==> config.mk <==
export PLATFORM = sky130hd
export DESIGN_NAME = irq_source_ctrl
export DESIGN_NICKNAME = d
export VERILOG_FILES = /design/src/rtl/irq_pkg.sv /design/src/rtl/irq_prio_enc.sv /design/src/rtl/irq_source_ctrl.sv
export SDC_FILE = /design/constraint.sdc
export NUM_CORES = 1
export LEC_CHECK = 0
export ABC_AREA = 1
export BUFFER_PORTS_ARGS = -buffer_cell sky130_fd_sc_hd__buf_4
export CORE_MARGIN = 1
export CORE_UTILIZATION = 25
export DETAILED_ROUTE_END_ITERATION = 6
export SYNTH_ARGS = -nofsm -noshare
export SYNTH_HDL_FRONTEND = slang
export SYNTH_SLANG_ARGS = --single-unit
==> constraint.sdc <==
create_clock -name clk -period 1.9 [get_ports clk]
set_input_delay 0.285 -clock clk [delete_from_list [all_inputs] [get_ports clk]]
set_output_delay 0.285 -clock clk [all_outputs]
set_load 0.01 [all_outputs]
==> src/rtl/irq_pkg.sv <==
// Shared types and defaults for the external interrupt source controller.
package irq_pkg;

    // Dispatch FSM encoding
    typedef enum logic [1:0] {
        ST_IDLE    = 2'd0,
        ST_PULSE   = 2'd1,
        ST_SERVICE = 2'd2,
        ST_GAP     = 2'd3
    } irq_state_e;

    localparam int unsigned DEF_NUM_IRQ   = 4;
    localparam int unsigned DEF_PULSE_LEN = 1;
    localparam int unsigned DEF_MIN_GAP   = 2;

    // Wide enough for PULSE_LEN-1 (max 3) and MIN_GAP-1 (max 14)
    localparam int unsigned CNT_W = 4;

endpackage

==> src/rtl/irq_prio_enc.sv <==
// Lowest-index-wins priority encoder over the eligible request vector.
module irq_prio_enc #(
    parameter int unsigned N  = 4,
    parameter int unsigned IW = $clog2(N)
) (
    input  logic [N-1:0]  eligible_i,
    output logic          valid_o,
    output logic [IW-1:0] idx_o
);

    // Scan from the top down so the lowest set index is the last one written
    always_comb begin
        valid_o = 1'b0;
        idx_o   = '0;
        for (int i = int'(N) - 1; i >= 0; i--) begin
            if (eligible_i[i]) begin
                valid_o = 1'b1;
                idx_o   = IW'(i);
            end
        end
    end

endmodule

==> src/rtl/irq_source_ctrl.sv <==
// External interrupt source: latches request edges, arbitrates by fixed
// priority, pulses the core's interrupt input and then holds off further
// dispatch until the core retires RTI and a refill gap has elapsed.
//
// state   | meaning
// --------+----------------------------------------------------------
// IDLE    | arbitrating eligible pending lines every cycle
// PULSE   | interrupt held high, PULSE_LEN cycles via down-counter
// SERVICE | handler running, waiting for rti_done
// GAP     | MIN_GAP idle cycles before arbitration resumes
module irq_source_ctrl
    import irq_pkg::*;
#(
    parameter int unsigned NUM_IRQ   = DEF_NUM_IRQ,
    parameter int unsigned PULSE_LEN = DEF_PULSE_LEN,
    parameter int unsigned MIN_GAP   = DEF_MIN_GAP,
    localparam int unsigned IDW      = $clog2(NUM_IRQ)
) (
    input  logic               clk,
    input  logic               reset,
    input  logic [NUM_IRQ-1:0] irq_req,
    input  logic [NUM_IRQ-1:0] irq_mask,
    input  logic               rti_done,
    output logic               interrupt,
    output logic [IDW-1:0]     irq_id,
    output logic               in_service,
    output logic [NUM_IRQ-1:0] pending
);

    irq_state_e         state_q;
    logic [CNT_W-1:0]   cnt_q;
    logic [NUM_IRQ-1:0] prev_req_q;
    logic [NUM_IRQ-1:0] pending_q;
    logic [NUM_IRQ-1:0] pending_d;
    logic [IDW-1:0]     irq_id_q;
    logic               interrupt_q;
    logic               in_service_q;

    logic [NUM_IRQ-1:0] rise;
    logic [NUM_IRQ-1:0] clr;
    logic [NUM_IRQ-1:0] eligible;
    logic               win_valid;
    logic [IDW-1:0]     win_idx;

    assign eligible = pending_q & ~irq_mask;

    irq_prio_enc #(
        .N  (NUM_IRQ),
        .IW (IDW)
    ) u_prio (
        .eligible_i (eligible),
        .valid_o    (win_valid),
        .idx_o      (win_idx)
    );

    // Edge capture and pending update; a new edge beats a same-cycle clear
    always_comb begin
        rise = irq_req & ~prev_req_q;
        clr  = '0;
        if (state_q == ST_IDLE && win_valid) begin
            clr[win_idx] = 1'b1;
        end
        pending_d = (pending_q & ~clr) | rise;
    end

    // Dispatch FSM with registered outputs and shared down-counter
    always_ff @(posedge clk or negedge reset) begin
        if (!reset) begin
            state_q      <= ST_IDLE;
            cnt_q        <= '0;
            prev_req_q   <= '0;
            pending_q    <= '0;
            irq_id_q     <= '0;
            interrupt_q  <= 1'b0;
            in_service_q <= 1'b0;
        end else begin
            prev_req_q <= irq_req;
            pending_q  <= pending_d;
            case (state_q)
                ST_IDLE: begin
                    if (win_valid) begin
                        state_q      <= ST_PULSE;
                        irq_id_q     <= win_idx;
                        interrupt_q  <= 1'b1;
                        in_service_q <= 1'b1;
                        cnt_q        <= CNT_W'(PULSE_LEN - 1);
                    end
                end
                ST_PULSE: begin
                    if (cnt_q == '0) begin
                        state_q     <= ST_SERVICE;
                        interrupt_q <= 1'b0;
                    end else begin
                        cnt_q <= cnt_q - 1'b1;
                    end
                end
                ST_SERVICE: begin
                    if (rti_done) begin
                        if (MIN_GAP == 0) begin
                            state_q      <= ST_IDLE;
                            in_service_q <= 1'b0;
                        end else begin
                            state_q <= ST_GAP;
                            cnt_q   <= CNT_W'(MIN_GAP - 1);
                        end
                    end
                end
                ST_GAP: begin
                    if (cnt_q == '0) begin
                        state_q      <= ST_IDLE;
                        in_service_q <= 1'b0;
                    end else begin
                        cnt_q <= cnt_q - 1'b1;
                    end
                end
                default: begin
                    state_q      <= ST_IDLE;
                    interrupt_q  <= 1'b0;
                    in_service_q <= 1'b0;
                end
            endcase
        end
    end

    assign interrupt  = interrupt_q;
    assign irq_id     = irq_id_q;
    assign in_service = in_service_q;
    assign pending    = pending_q;

endmodule

==> metrics.txt, run 1 <==
status finished clean; post-route minimum period 1.51 ns; Sw Share 41.7%; share of cells above drive strength 1 21.0%; IO Port Bufs 18; unrepaired setup endpoints after global routing false; core area 0.00377 mm²; DP HPWL 1430 µm; Pint 1.09 mW; Antenna Nets Post-Route 0; worst path required time 2.09 ns; PostCTS Resize Cnt 0; row count 22; Max Clock Freq 662 MHz; sw power 780 µW; Overall Global Routing Usage 10.1%; Worst-Skew Late Latency 0.25 ns; Crit. End Element register; Finished Core Util 32.9%; Warnings, synthesis 0; worst-path fanout max 12; Syn Nets 141; placed insts 186; Iteration-0 DRC Markers 12; startpoint types register; clock sinks 18; gpl congestion 0.830; clk_skew 0.00405 ns; DR WL/cell 9.65 µm; Pins Over Slew Limit 0; Post-Layout Cell Count 191; Post-CTS Setup Repair Bufs 0; TritonCTS clock tree built; clock root cell clkbuf_8; DRC 0; Worst-path clk slew 0.07 ns; first-pass GRT wire length 3350 µm; syn_area_per_cell 8.19 µm²; Hold Path Class in2reg; power share of the clock group 16.5%; largest net degree at the start of global routing 19; I/O Pins 19; top cell type's share of synthesized area 44.7%; Fin Hold WS 0.144 ns; r2r setup slk 0.39 ns; TritonCTS Buffers 3; number of max-cap violations 0; ant diodes 0; nets 162; Mapped Area 0.00101 mm²; die area 0.00429 mm²; global route total overflow 0; die height 65.5 µm; initial antenna violation count 0; Slew @ Worst Pin 0.308 ns; vias in the first global route 809; maximum vdd drop 0.000571 V; Longest Clk Path Bufs 2; sequential element share of the synthesized area 44.7%; Hold Fails Final Rpt 0; Post-Syn Instances 123; DR vias/cell 4.27; Gate power share 49.5%; final WL 1840 µm; worst relative slew slack 79.3%; final setup vio count 0; CTS H-tree lvls 1; drt pass-1 iters 4; Synth area leader dfrtp_1; WP data arrival 1.70 ns; final setup TNS 0 ns; P&R area growth vs syn 23.1%; Flop pwr share 34.0%; Unique masters post-synth 19; Initial Util 26.7%; Seq cells post-synth 18; via count 815; crit path kind reg2reg; Power Density 1510 mW/mm²; leak pwr 0.657 nW; Die X 65.5 µm; Area contributors post-synth dfrtp_1 45%, nand2_1 14%, ha_1 8.7%; final period utilization 79.5%
## cells in the final DEF, fill, tap and decap left out
cell type / instances
buf_4: 18
clkbuf_8: 4
dfrtp_1: 18
dlygate4sd3_1: 1
ha_1: 7
inv_1: 19
inv_2: 1
nand2_1: 37
nand2_2: 4
nand2_4: 1
nand3_1: 4
nand3b_1: 1
nand4_1: 8
nand4_2: 1
nor2_1: 4
nor2_2: 1
o211ai_1: 2
o21ai_0: 10
or2_1: 1
xnor2_1: 1
## what timing repair did
action                     CTS  global route
setup endpoints to repair    0             0
hold endpoints to repair    18             0
hold buffers                 1             0
## layout make-up
type                       instances  area (µm²)
multi-input combinational         82         454
clock buffer                       4        55.1
sequential                        18         450
tap                               48        60.1
inverter                          20        75.1
timing repair buffer              19         145
fill                             401        2530
## registers in the layout (all words and copies together) (netlist names)
register	flops
pending	4
irq_id	2
interrupt	1
in_service	1
state_q	2
cnt_q	4
prev_req_q	4
## cells by family (layout without fill, tap and decap cells)
| logic type | Yosys count | in the layout | synth area share [%] |
|---|---|---|---|
| adder cells (fa/ha/maj) | 7 | 7 | 8.70 |
| AND/OR/NAND/NOR | 62 | 62 | 29.1 |
| flip-flops | 18 | 18 | 44.7 |
| XOR/XNOR | 1 | 1 | 0.870 |
| buffers and inverters | 23 | 43 | 10.2 |
| AO/OA/AOI/OAI | 12 | 12 | 6.46 |
## power by group through the flow
stage | registers, mW | logic (mW) | clock network [mW]
3_3_place_gp | 0.644 | 0.922 | 0
3_5_place_dp | 0.642 | 0.928 | 0
2_1_floorplan | 0.654 | 0.643 | 0
4_1_cts | 0.636 | 0.937 | 0.326
6_report | 0.636 | 0.926 | 0.308
5_1_grt | 0.652 | 1.06 | 0.343
## synth_stat cells
master,n
nand2_1,37
nand2_2,4
o211ai_1,2
or2_1,1
o21ai_0,10
clkbuf_2,1
nor2_1,4
inv_1,19
nand4_2,1
nand2_4,1
dfrtp_1,18
nand3b_1,1
nor2_2,1
buf_6,2
xnor2_1,1
inv_2,1
nand3_1,4
ha_1,7
nand4_1,8
## layer usage
metal | GRT usage (%) | part of all wire, % | up-vias
met5 | 0 | 0 | -
met3 | 2.08 | 4.2 | 0
li1 | - | - | 428
met1 | 13.4 | 50 | 369
met2 | 16.4 | 46 | 18
met4 | 3.26 | 0 | 0
## worst paths after layout
| path | start | to | depth (start not counted) |
|---|---|---|---|
| worst max-delay path | state_q[0] | cnt_q[2] | 6 |
| worst min-delay path | irq_req[0] | prev_req_q[0] | 1 |
| worst max register to register | state_q[0] | cnt_q[2] | 6 |
| worst min register to register | prev_req_q[2] | pending[2] | 1 |
| max in group asynchronous | reset | cnt_q[1] | 2 |
| min in group asynchronous | reset | pending[2] | 2 |
## per-stage QoR
step	instance area, µm²	setup WS [ns]	power (mW)
floorplan	1010	0.581	1.30
global placement	1170	0.446	1.57
detailed placement	1170	0.417	1.57
CTS	1240	0.391	1.90
global route	1240	0.210	2.06
finish	1240	0.390	1.87
## worst max-delay path, stage by stage, from the launching register on
cell	delay, ns
dfrtp_1	0.42
inv_1	0.15
ha_1	0.35
nand2_2	0.22
nand3_1	0.19
nand2_1	0.07
nand2_1	0.06
Note: power is estimated with default switching activity, not from simulation.
==> run 2, diff against run 1 <==
==> constraint.sdc (replaced) <==
create_clock -name clk -period 1.36 [get_ports clk]
set_input_delay 0.204 -clock clk [delete_from_list [all_inputs] [get_ports clk]]
set_output_delay 0.204 -clock clk [all_outputs]
set_load 0.01 [all_outputs]
==> run 2 against run 1 <==
Net effect:
- clock power is 21% higher
- highest routed layer is now met4
- hold slack got worse by 0.081 ns
- largest cell class unchanged
- die area unchanged
==> metrics.txt, run 2 (synthesis gave the netlist of run 1 again) <==
status finished clean; Fillers 371 (-7.5%); Fin Hold WS 0.0630 ns (-0.0815 ns); DP HPWL 1520 µm (+6.7%); global route total overflow 0 (unchanged); WP data arrival 1.52 ns (-0.18 ns); Min-Delay Endpoint prev_req_q[2]; Critical-path top delay cell dfrtp_2; Crit path max-delay family simple AND/OR/NAND/NOR gates; DR vias/cell 4.25 (-0.28%); TritonCTS clock tree built; storage element area 453 µm² (+0.56%); Finished Core Util 39.1% (+6.2 points); P&R area growth vs syn 46.3%; CTS H-tree lvls 1 (unchanged); Worst-Skew Late Latency 0.25 ns (about the same); TritonCTS Buffers 3 (unchanged); Multi-input gate area 589 µm² (+30%); Worst R2R Start state_q[0]; vias in the first global route 832 (+2.8%); die height 65.5 µm (unchanged); Crit. End Element register; DRC 0 (unchanged); startpoint types register; crit-path cells inv_4, ha_4, inv_2, or2_4, nand3_4, nand2_1, nand2_1; drt pass-1 iters 4 (unchanged); post-route minimum period 1.33 ns (-0.183 ns); maximum vdd drop 0.000910 V (+59%); IO Port Bufs 18 (unchanged); clk_skew 0.000763 ns (-0.00329 ns); CP startpoint state_q[0]; Hold Path Class in2reg; largest net degree at the start of global routing 19 (unchanged); Power Density 2250 mW/mm² (+49%); Overall Global Routing Usage 10.9% (+0.76 points); final setup vio count 0 (unchanged); Die X 65.5 µm (unchanged); FF-to-FF path depth 7 (+1); worst path required time 1.55 ns (-0.54 ns); Hold Crit Depth 1 (unchanged); commonest non-fill, non-tap cells in the layout 34 x nand2_1, 32 x buf_4, 16 x dfrtp_1; row count 22 (unchanged); Buffers & Inverters on Critical Path 2 (+1); Max Clock Freq 754 MHz (+14%); CP peak stage delay 0.47 ns (+0.05 ns); Iteration-0 DRC Markers 11 (-1); via count 868 (+6.5%); number of max-cap violations 0 (unchanged); Worst-path clk slew 0.07 ns (about the same); Longest Clk Path Bufs 2 (unchanged); clock root cell clkbuf_8; most numerous cell on the critical path nand2_1; leak pwr 0.745 nW (+13%); crit path kind reg2reg; Slew @ Worst Pin 0.275 ns (-0.0325 ns); min-delay src irq_req[2]; commonest non-fill, non-tap cell in the layout nand2_1; Crit Reg-Reg Endpoint cnt_q[2]; initial antenna violation count 0 (unchanged); I/O Pins 19 (unchanged); Pins Over Slew Limit 0 (unchanged); clock sinks 18 (unchanged); worst-path fanout max 8 (-4); Initial Util 26.7% (unchanged); core area 0.00377 mm² (unchanged); Antenna Nets Post-Route 0 (unchanged); share of cells above drive strength 1 42.9% (+22 points); unrepaired setup endpoints after global routing true; gpl congestion 0.807 (-2.8%); nets 176 (+8.6%); Pwr Total 3.32 mW (+78%); DR WL/cell 10.2 µm (+5.8%); final WL 2080 µm (+13%); ant diodes 0 (unchanged); r2r setup slk 0.03 ns (-0.36 ns); worst relative slew slack 81.4% (+2.2 points); first-pass GRT wire length 3540 µm (+5.8%); Hold Fails Final Rpt 0 (unchanged); die area 0.00429 mm² (unchanged); final period utilization 97.6% (+18 points)
run 2: cell types whose count changed in the layout (fill, tap and decap cells not counted), moves of 3 or more:
cell     previous run  this run
buf_4              18        32
ha_1                7         1
ha_4                0         5
inv_1              19        14
inv_2               1         4
nand2_1            37        34
nor2_1              4         1
run 2: what timing repair did:
action | 4_1_cts | 5_1_grt
hold buffers | 1 | 0
pin swaps | 0 | 9
endpoints found under the setup margin | 9 | 10
gates resized for setup | 6 | 32
buffers inserted | 0 | 3
endpoints found under the hold margin | 18 | 0
run 2: report_power, final:
| group | leakage [nW] | switching [mW] | internal (mW) |
|---|---|---|---|
| clock | 0.0216 | 0.175 | 0.197 |
| combinational | 0.515 | 1.01 | 1.01 |
| sequential | 0.209 | 0.199 | 0.733 |
| total | 0.745 | 1.38 | 1.94 |
run 2: area by class of cell:
class / instances / share of cell area, %
clock buffer: 3 / 2.80
inverter: 20 / 5.43
multi-input combinational: 82 / 40.0
sequential: 18 / 30.7
tap: 48 / 4.07
timing repair buffer: 33 / 17.0
run 2: metal layers:
metal	vias to the layer above	wire, µm	GRT usage [%]
li1	453	-	-
met2	21	963	18.2
met5	-	0	0
met3	5	84	2.95
met4	0	32	4.89
met1	389	1000	12.9
run 2: how the worst max path moves through the flow:
stage | to | slack, ns | cells after the start
final | cnt_q[2] | 0.03 | 7
after global routing | cnt_q[1] | -0.05 | 8
after CTS | cnt_q[3] | 0.02 | 8
after detailed placement | cnt_q[3] | -0.08 | 7
after global placement | cnt_q[3] | -0.07 | 7
after floorplan | cnt_q[3] | 0.04 | 8
run 2: metrics by stage:
| stage | TNS (ns) | setup WS [ns] | area (µm²) | cells |
|---|---|---|---|---|
| global route | -0.137 | -0.0485 | 1470 | 204 |
| detailed placement | -0.327 | -0.0783 | 1260 | 197 |
| finish | 0 | 0.0329 | 1470 | 204 |
| global placement | -0.287 | -0.0724 | 1260 | 197 |
| CTS | 0 | 0.0241 | 1320 | 201 |
| floorplan | 0 | 0.0415 | 1010 | 123 |
